--- src/rtl/mem_port_arbiter_pkg.sv ---
// Shared encodings for the memory-port arbiter and its round-robin helper.
package mem_port_arbiter_pkg;

  typedef enum logic [1:0] {
    ST_IDLE   = 2'd0,
    ST_ACCESS = 2'd1,
    ST_RESP   = 2'd2
  } state_e;

  typedef enum logic {
    PORT_I = 1'b0,
    PORT_D = 1'b1
  } port_e;

  localparam logic [1:0] GNT_NONE = 2'b00;
  localparam logic [1:0] GNT_I    = 2'b01;
  localparam logic [1:0] GNT_D    = 2'b10;

  localparam int MEM_LAT_MAX = 7;

endpackage

--- src/rtl/mem_port_arbiter_rr_arbiter2.sv ---
// Two-way round-robin decision with a last-grant register; on a tie the port
// that did not win last time is chosen.
module rr_arbiter2
  import mem_port_arbiter_pkg::*;
(
  input  logic  clk,
  input  logic  rst_n,
  input  logic  req_i,
  input  logic  req_d,
  input  logic  update_en,
  output logic  any_req,
  output port_e winner
);

  port_e last_grant_q, last_grant_d;

  always_comb begin
    any_req = req_i | req_d;
    if (req_i && req_d) begin
      winner = (last_grant_q == PORT_D) ? PORT_I : PORT_D;
    end else if (req_d) begin
      winner = PORT_D;
    end else begin
      winner = PORT_I;
    end
    last_grant_d = update_en ? winner : last_grant_q;
  end

  // Starts as DATA so the first tie after reset goes to the instruction side.
  always_ff @(posedge clk or negedge rst_n) begin
    if (!rst_n) begin
      last_grant_q <= PORT_D;
    end else begin
      last_grant_q <= last_grant_d;
    end
  end

endmodule

--- src/rtl/mem_port_arbiter.sv ---
// Shares one synchronous memory port between the I-cache refill and D-cache
// paths: round-robin grant, fixed-latency access, one-cycle ready pulse.
module mem_port_arbiter
  import mem_port_arbiter_pkg::*;
#(
  parameter int ADDR_W  = 8,
  parameter int DATA_W  = 32,
  parameter int MEM_LAT = 1
) (
  input  logic              iCLK,
  input  logic              iRST_n,
  input  logic              i_req,
  input  logic [ADDR_W-1:0] i_addr,
  output logic [DATA_W-1:0] i_data,
  output logic              i_ready,
  input  logic              d_req,
  input  logic              d_we,
  input  logic [ADDR_W-1:0] d_addr,
  input  logic [DATA_W-1:0] d_wdata,
  output logic [DATA_W-1:0] d_rdata,
  output logic              d_ready,
  output logic [ADDR_W-1:0] mem_addr,
  output logic              mem_we,
  output logic [DATA_W-1:0] mem_wdata,
  input  logic [DATA_W-1:0] mem_rdata,
  output logic [1:0]        grant
);

  localparam logic [2:0] LAT_CNT = 3'(MEM_LAT);
  localparam bit LAT_OK = (MEM_LAT >= 1) && (MEM_LAT <= MEM_LAT_MAX);

  state_e            state_q, state_d;
  logic [1:0]        grant_q, grant_d;
  logic [ADDR_W-1:0] mem_addr_q, mem_addr_d;
  logic              mem_we_q, mem_we_d;
  logic [DATA_W-1:0] mem_wdata_q, mem_wdata_d;
  logic [DATA_W-1:0] i_data_q, i_data_d;
  logic [DATA_W-1:0] d_data_q, d_data_d;
  logic              i_ready_q, i_ready_d;
  logic              d_ready_q, d_ready_d;
  logic [2:0]        cnt_q, cnt_d;
  logic              txn_we_q, txn_we_d;

  logic  arb_update;
  logic  any_req;
  port_e winner;

  rr_arbiter2 u_rr (
    .clk       (iCLK),
    .rst_n     (iRST_n),
    .req_i     (i_req),
    .req_d     (d_req),
    .update_en (arb_update),
    .any_req   (any_req),
    .winner    (winner)
  );

  always_comb begin
    state_d     = state_q;
    grant_d     = grant_q;
    mem_addr_d  = mem_addr_q;
    mem_we_d    = 1'b0;
    mem_wdata_d = mem_wdata_q;
    i_data_d    = i_data_q;
    d_data_d    = d_data_q;
    i_ready_d   = 1'b0;
    d_ready_d   = 1'b0;
    cnt_d       = cnt_q;
    txn_we_d    = txn_we_q;
    arb_update  = 1'b0;
    unique case (state_q)
      ST_IDLE: begin
        grant_d = GNT_NONE;
        if (any_req) begin
          arb_update = 1'b1;
          cnt_d      = 3'd1;
          state_d    = ST_ACCESS;
          if (winner == PORT_D) begin
            grant_d     = GNT_D;
            mem_addr_d  = d_addr;
            mem_we_d    = d_we;
            mem_wdata_d = d_wdata;
            txn_we_d    = d_we;
          end else begin
            grant_d     = GNT_I;
            mem_addr_d  = i_addr;
            mem_wdata_d = '0;
            txn_we_d    = 1'b0;
          end
        end
      end
      ST_ACCESS: begin
        cnt_d = cnt_q + 3'd1;
        // Capture and raise ready together so both appear in the RESP cycle.
        if (cnt_q == LAT_CNT) begin
          state_d = ST_RESP;
          if (grant_q == GNT_I) begin
            i_data_d  = mem_rdata;
            i_ready_d = 1'b1;
          end else begin
            if (!txn_we_q) d_data_d = mem_rdata;
            d_ready_d = 1'b1;
          end
        end
      end
      ST_RESP: begin
        state_d     = ST_IDLE;
        grant_d     = GNT_NONE;
        mem_addr_d  = '0;
        mem_wdata_d = '0;
        cnt_d       = 3'd0;
        txn_we_d    = 1'b0;
      end
      default: begin
        state_d = ST_IDLE;
        grant_d = GNT_NONE;
      end
    endcase
  end

  always_ff @(posedge iCLK or negedge iRST_n) begin
    if (!iRST_n) begin
      state_q     <= ST_IDLE;
      grant_q     <= GNT_NONE;
      mem_addr_q  <= '0;
      mem_we_q    <= 1'b0;
      mem_wdata_q <= '0;
      i_data_q    <= '0;
      d_data_q    <= '0;
      i_ready_q   <= 1'b0;
      d_ready_q   <= 1'b0;
      cnt_q       <= 3'd0;
      txn_we_q    <= 1'b0;
    end else begin
      state_q     <= state_d;
      grant_q     <= grant_d;
      mem_addr_q  <= mem_addr_d;
      mem_we_q    <= mem_we_d;
      mem_wdata_q <= mem_wdata_d;
      i_data_q    <= i_data_d;
      d_data_q    <= d_data_d;
      i_ready_q   <= i_ready_d;
      d_ready_q   <= d_ready_d;
      cnt_q       <= cnt_d;
      txn_we_q    <= txn_we_d;
    end
  end

  assign grant     = grant_q;
  assign mem_addr  = mem_addr_q;
  assign mem_we    = mem_we_q;
  assign mem_wdata = mem_wdata_q;
  assign i_data    = i_data_q;
  assign d_rdata   = d_data_q;
  assign i_ready   = i_ready_q;
  assign d_ready   = d_ready_q;

  a_mem_lat_range : assert property (@(posedge iCLK) LAT_OK)
    else $error("mem_port_arbiter: MEM_LAT=%0d outside 1..%0d", MEM_LAT, MEM_LAT_MAX);

endmodule

--- config.mk ---
export PLATFORM = sky130hd
export DESIGN_NAME = mem_port_arbiter
export DESIGN_NICKNAME = d
export VERILOG_FILES = /design/src/rtl/mem_port_arbiter_pkg.sv /design/src/rtl/mem_port_arbiter_rr_arbiter2.sv /design/src/rtl/mem_port_arbiter.sv
export SDC_FILE = /design/constraint.sdc
export NUM_CORES = 1
export LEC_CHECK = 0
export ABC_AREA = 1
export CAP_MARGIN = 20
export CORE_MARGIN = 2
export CORE_UTILIZATION = 35
export CTS_CLUSTER_DIAMETER = 100
export DETAILED_ROUTE_END_ITERATION = 8
export PLACE_DENSITY = 0.67
export SYNTH_ARGS = -nofsm -noshare
export SYNTH_HDL_FRONTEND = slang
export SYNTH_SLANG_ARGS = --single-unit
--- constraint.sdc ---
create_clock -name iCLK -period 1.8 [get_ports iCLK]
set_clock_uncertainty 0.1 [all_clocks]
set_input_delay 0.54 -clock iCLK [delete_from_list [all_inputs] [get_ports iCLK]]
set_output_delay 0.54 -clock iCLK [all_outputs]
set_load 0.03 [all_outputs]
# Word-level counts from Yosys, hierarchy flattened
# Cells that the tools add are included.
dict set report op_classes {
  add_sub_neg 1
  eq_ne 6
  mux 30
  bitwise 3
  reduce_logical 9
}
# operator n
set ops {}
lappend ops {{2-to-1 mux 32 bit} 2}
lappend ops {{case mux 32 bit (2 select lines)} 1}
lappend ops {{2-to-1 mux 8 bit} 2}
lappend ops {{case mux 8 bit (2 select lines)} 1}
lappend ops {{2-to-1 mux 1 bit} 15}
lappend ops {{case mux 3 bit (3 select lines)} 1}
lappend ops {{2-to-1 mux 2 bit} 4}
lappend ops {{case mux 2 bit (2 select lines)} 2}
lappend ops {{AND reduction 2 bit} 3}
lappend ops {{== test 2 x 1 -> 1 bit, second input constant} 2}
lappend ops {{inequality test 2 bit, second input constant} 2}
lappend ops {{AND reduction 4 bit} 1}
lappend ops {{adder 3 x 1 -> 3 bit, second input constant} 1}
lappend ops {{== test 3 x 1 -> 1 bit, second input constant} 1}
lappend ops {{2-to-1 mux 3 bit} 1}
lappend ops {{AND reduction 3 bit} 1}
lappend ops {{nonzero test 3 bit} 1}
lappend ops {{== test 2 bit, second input constant} 1}
lappend ops {{logical NOT 2 bit} 1}
lappend ops {{NOT 1 bit} 2}
lappend ops {{case mux 1 bit (2 select lines)} 1}
lappend ops {{nonzero test 2 bit} 1}
lappend ops {{logical AND 1 bit} 1}
lappend ops {{bitwise OR 1 bit} 1}
dict set report word_totals {
  ff_bits 116
  in_bits 85
}

# Longest topological paths before layout
dict set report depth {
  ltp_word 5
  mapped_depth 8
  mapped_depth_nobuf 7
}

# Cells and area by module
# A second synthesis with hierarchy kept.
dict set report hier_totals {
  hier_cells 543
  hier_area_um2 4953.5
}
# module instances cells_each area_per_inst_um2 seq_area_each_um2
set by_module_without_submodules {}
lappend by_module_without_submodules {mem_port_arbiter 1 535 4894.7 2877.8}
lappend by_module_without_submodules {rr_arbiter2 1 8 58.8 26.3}

# Least setup slack after synthesis
# Ideal clock, no wire load.
dict set report synth_path {
  path_kind {reg2reg}
  start {register state_q[1]}
  end {register i_data_q[2] (netlist: i_data[2])}
  arrival_ns 1.337
  required_ns 1.577
  setup_slack_ns 0.240
  stages_incl_launch_ff 8
  synth_period_minus_slack_ns 1.560
  cell_sequence {dfrtp_1 -> inv_1 -> ha_1 -> nand3_2 -> buf_6 -> clkbuf_2 -> o21ai_0 -> nand2_1}
}
dict set report synth_between {
  elab_chain_len 2
}
# element line
set synth_lines {}
lappend synth_lines {{start, declared} mem_port_arbiter.sv:32} ;# state_e state_q, state_d;
lappend synth_lines {{start signal, assigned} mem_port_arbiter.sv:135} ;# state_q <= state_d;
lappend synth_lines {{== test 2 x 1 -> 1 bit} mem_port_arbiter.sv:71} ;# unique case (state_q)
lappend synth_lines {{AND reduction 3 bit (no source line)} --}
lappend synth_lines {{end signal, assigned} mem_port_arbiter.sv:140} ;# i_data_q <= i_data_d;
lappend synth_lines {{end, declared} mem_port_arbiter.sv:37} ;# logic [DATA_W-1:0] i_data_q, i_data_d;
# No other way between the ends.
# A chain may end at the register's enable or synchronous reset.

# Worst setup path after layout
dict set report layout_path {
  start {register i_data_q[12] (netlist: i_data[12])}
  end {output i_data[12]}
}
# element line
set layout_rtl {}
lappend layout_rtl {{end, declared} mem_port_arbiter.sv:14} ;# output logic [DATA_W-1:0] i_data,
# No word-level cell between the ends.

==> flow_summary.ini <==
[status]
status = finished, final reports clean

[sta]
timing.final.crit_share = 0.983
tns_ns = 0
rsz0062_at_grt = no
drv_slew = 0
worstMarginPinSlew_ns = 0.417
period_needed_ns = 1.77
finalHoldViolations = 0
finalSetupViolations = 0
clock.fmax_mhz = 565
relSlewSlack = 0.722
setup_slack_ns = 0.0305

[floorplan]
pin_count = 194
start_util = 0.357
num_rows = 43
core_um2 = 13900
die_w_um = 123
dieArea_um2 = 15100
fp.dieH_um = 123

[place]
hpwlAfterDp_mm = 10.2
place_ws_ns = -0.186
portBuffers = 193
gp_congestion = 0.785

[setup_path]
required_ns = 1.16
critPathArrivalTime_ns = 1.13
start_kind = register
cp.buffers_inverters = 1
crit_path_top_delay_cell = dfrtp_1
worst-path-max-fanout = 2
crit_type = register to primary output
slowest_delay_ns = 0.38
endpoint_kind = primary output
path_cells = clkdlybuf4s15_1
cp_top_family = flip-flops

[grt]
antenna_found_initial = 0
overflow = 0
grt_pass1_vias = 4612
grt_pass1_wl_mm = 23.4
grt_usage = 0.200
grt_max_degree = 58

[finish]
area_growth_pct = 53.2
final_common_cell = nand2_1
fin_nets = 851
mostFrequentLayoutCells = nand2_1, dfrtp_1, clkdlybuf4s50_1, nand3_1, clkbuf_2
n_antenna_cell = 0
drive_above_1_share = 0.224
fin_util = 0.547

[pwr]
p_leak_nw = 3.73
peakVddDrop_uv = 808
pwr_density_cell_nw_per_um2 = 2100

[drt]
wl_per_cell_um = 15.6
ant_nets = 0
vias = 4706
avgViaCountPerCell = 4.94
firstDrtPassIters = 4
remaining_drc_errors = 0
drtIter0Drc = 272
totalWireLength_mm = 14.8

[worst_hold_path]
min_path_type = register to register

[run]
max-cap-violations = 0

[synthesis]
ys_ff_latch = 116
ys_seq_area_frac = 0.586
synth_nets = 643
syn_inst = 552
avgSynthCellArea_um2 = 8.98
syn_area_um2 = 4960
synth_cell_types = 24
yosys_warnings = 0

[clocking]
cts_htree_levels = 4
clock-sinks = 116
worstSkewPairLatency_ns = 0.41
cts_buffers = 17
cts.reportedPaths.clkPinSlew_ns = 0.05
cts_root_buf = clkbuf_16
clock_path_buffers = 2
cts_tree = done
==> per-layer routing <==
metal | track usage | vias up | share of wire
met1 | 0.261 | 2255 | 0.44
met3 | 0.0600 | 14 | 0.090
met2 | 0.320 | 212 | 0.46
met5 | 0 | - | 0
met4 | 0.0653 | 0 | 0.010
li1 | - | 2225 | -
==> where the power goes <==
part / switching [mW] / internal, mW / total, mW / leakage [nW]
logic: 5.35 / 2.52 / 7.87 / 1.98
clock network: 1.13 / 2.26 / 3.39 / 0.294
registers: 0.766 / 3.90 / 4.66 / 1.46
total: 7.25 / 8.68 / 15.9 / 3.73
==> sequential cells by signal, indices dropped and copies added (netlist names), 2 cells and up <==
| signal | count |
|---|---|
| cnt_q | 3 |
| mem_wdata | 32 |
| i_data | 32 |
| d_rdata | 32 |
| mem_addr | 8 |
| grant | 2 |
| state_q | 2 |
==> path summary, 6_finish.rpt <==
check	startpoint	endpoint	slack [ns]	cells past startpoint
worst max register to register	state_q[0]	mem_wdata[29]	0.11	6
worst min-delay path	i_data[4]	i_data[4]	0.38	2
worst min register to register	i_data[4]	i_data[4]	0.38	2
min in group asynchronous	iRST_n	i_data[30]	0.42	2
worst max-delay path	i_data[12]	i_data[12]	0.03	1
max in group asynchronous	iRST_n	i_data[16]	0.64	3
==> through the flow <==
step | power [mW] | cells | hold WS, ns | area (um^2)
after floorplan | 9.49 | 552 | 0.144 | 4960
after detailed placement | 13.2 | 914 | 0.291 | 7150
after global placement | 13.1 | 914 | 0.293 | 7150
after CTS | 16.2 | 947 | 0.377 | 7810
final | 15.9 | 952 | 0.383 | 7590
after global routing | 16.9 | 952 | 0.401 | 7590
==> logic make-up after synthesis <==
| group | count (synthesis) | synth area share |
|---|---|---|
| AO/OA/AOI/OAI | 74 | 0.0755 |
| adder cells (fa/ha/maj) | 6 | 0.0151 |
| buffers and inverters | 54 | 0.0563 |
| flip-flops | 116 | 0.586 |
| AND/OR/NAND/NOR | 302 | 0.267 |
==> cell usage after synthesis (all sizes together) <==
master / instances / area (um^2)
nand2: 200 / 761
dfrtp: 115 / 2880
nand3: 83 / 420
o21ai: 73 / 369
buf: 25 / 168
inv: 19 / 71.3
clkbuf: 10 / 40.0
nor2: 8 / 62.6
nand3b: 7 / 52.6
ha: 6 / 75.1
nand4: 3 / 18.8
a21oi: 1 / 5.00
dfstp: 1 / 26.3
nor3: 1 / 10.0
==> area by class of cell <==
cell class	count	area (um^2)
fill	1250	6290
timing repair buffer	223	1980
tap	180	225
clock buffer	21	470
inverter	19	71.3
sequential	116	2900
clock inverter	10	130
multi-input combinational	383	1810
==> what timing repair did <==
item | 4_1_cts | 5_1_grt
buffers inserted | 0 | 5
endpoints found under the setup margin | 142 | 126
hold buffers | 1 | 0
cloned | 1 | 0
pin swaps | 1 | 2
endpoints found under the hold margin | 7 | 0
gates resized for setup | 241 | 78
(Power assumes the default switching activity.)
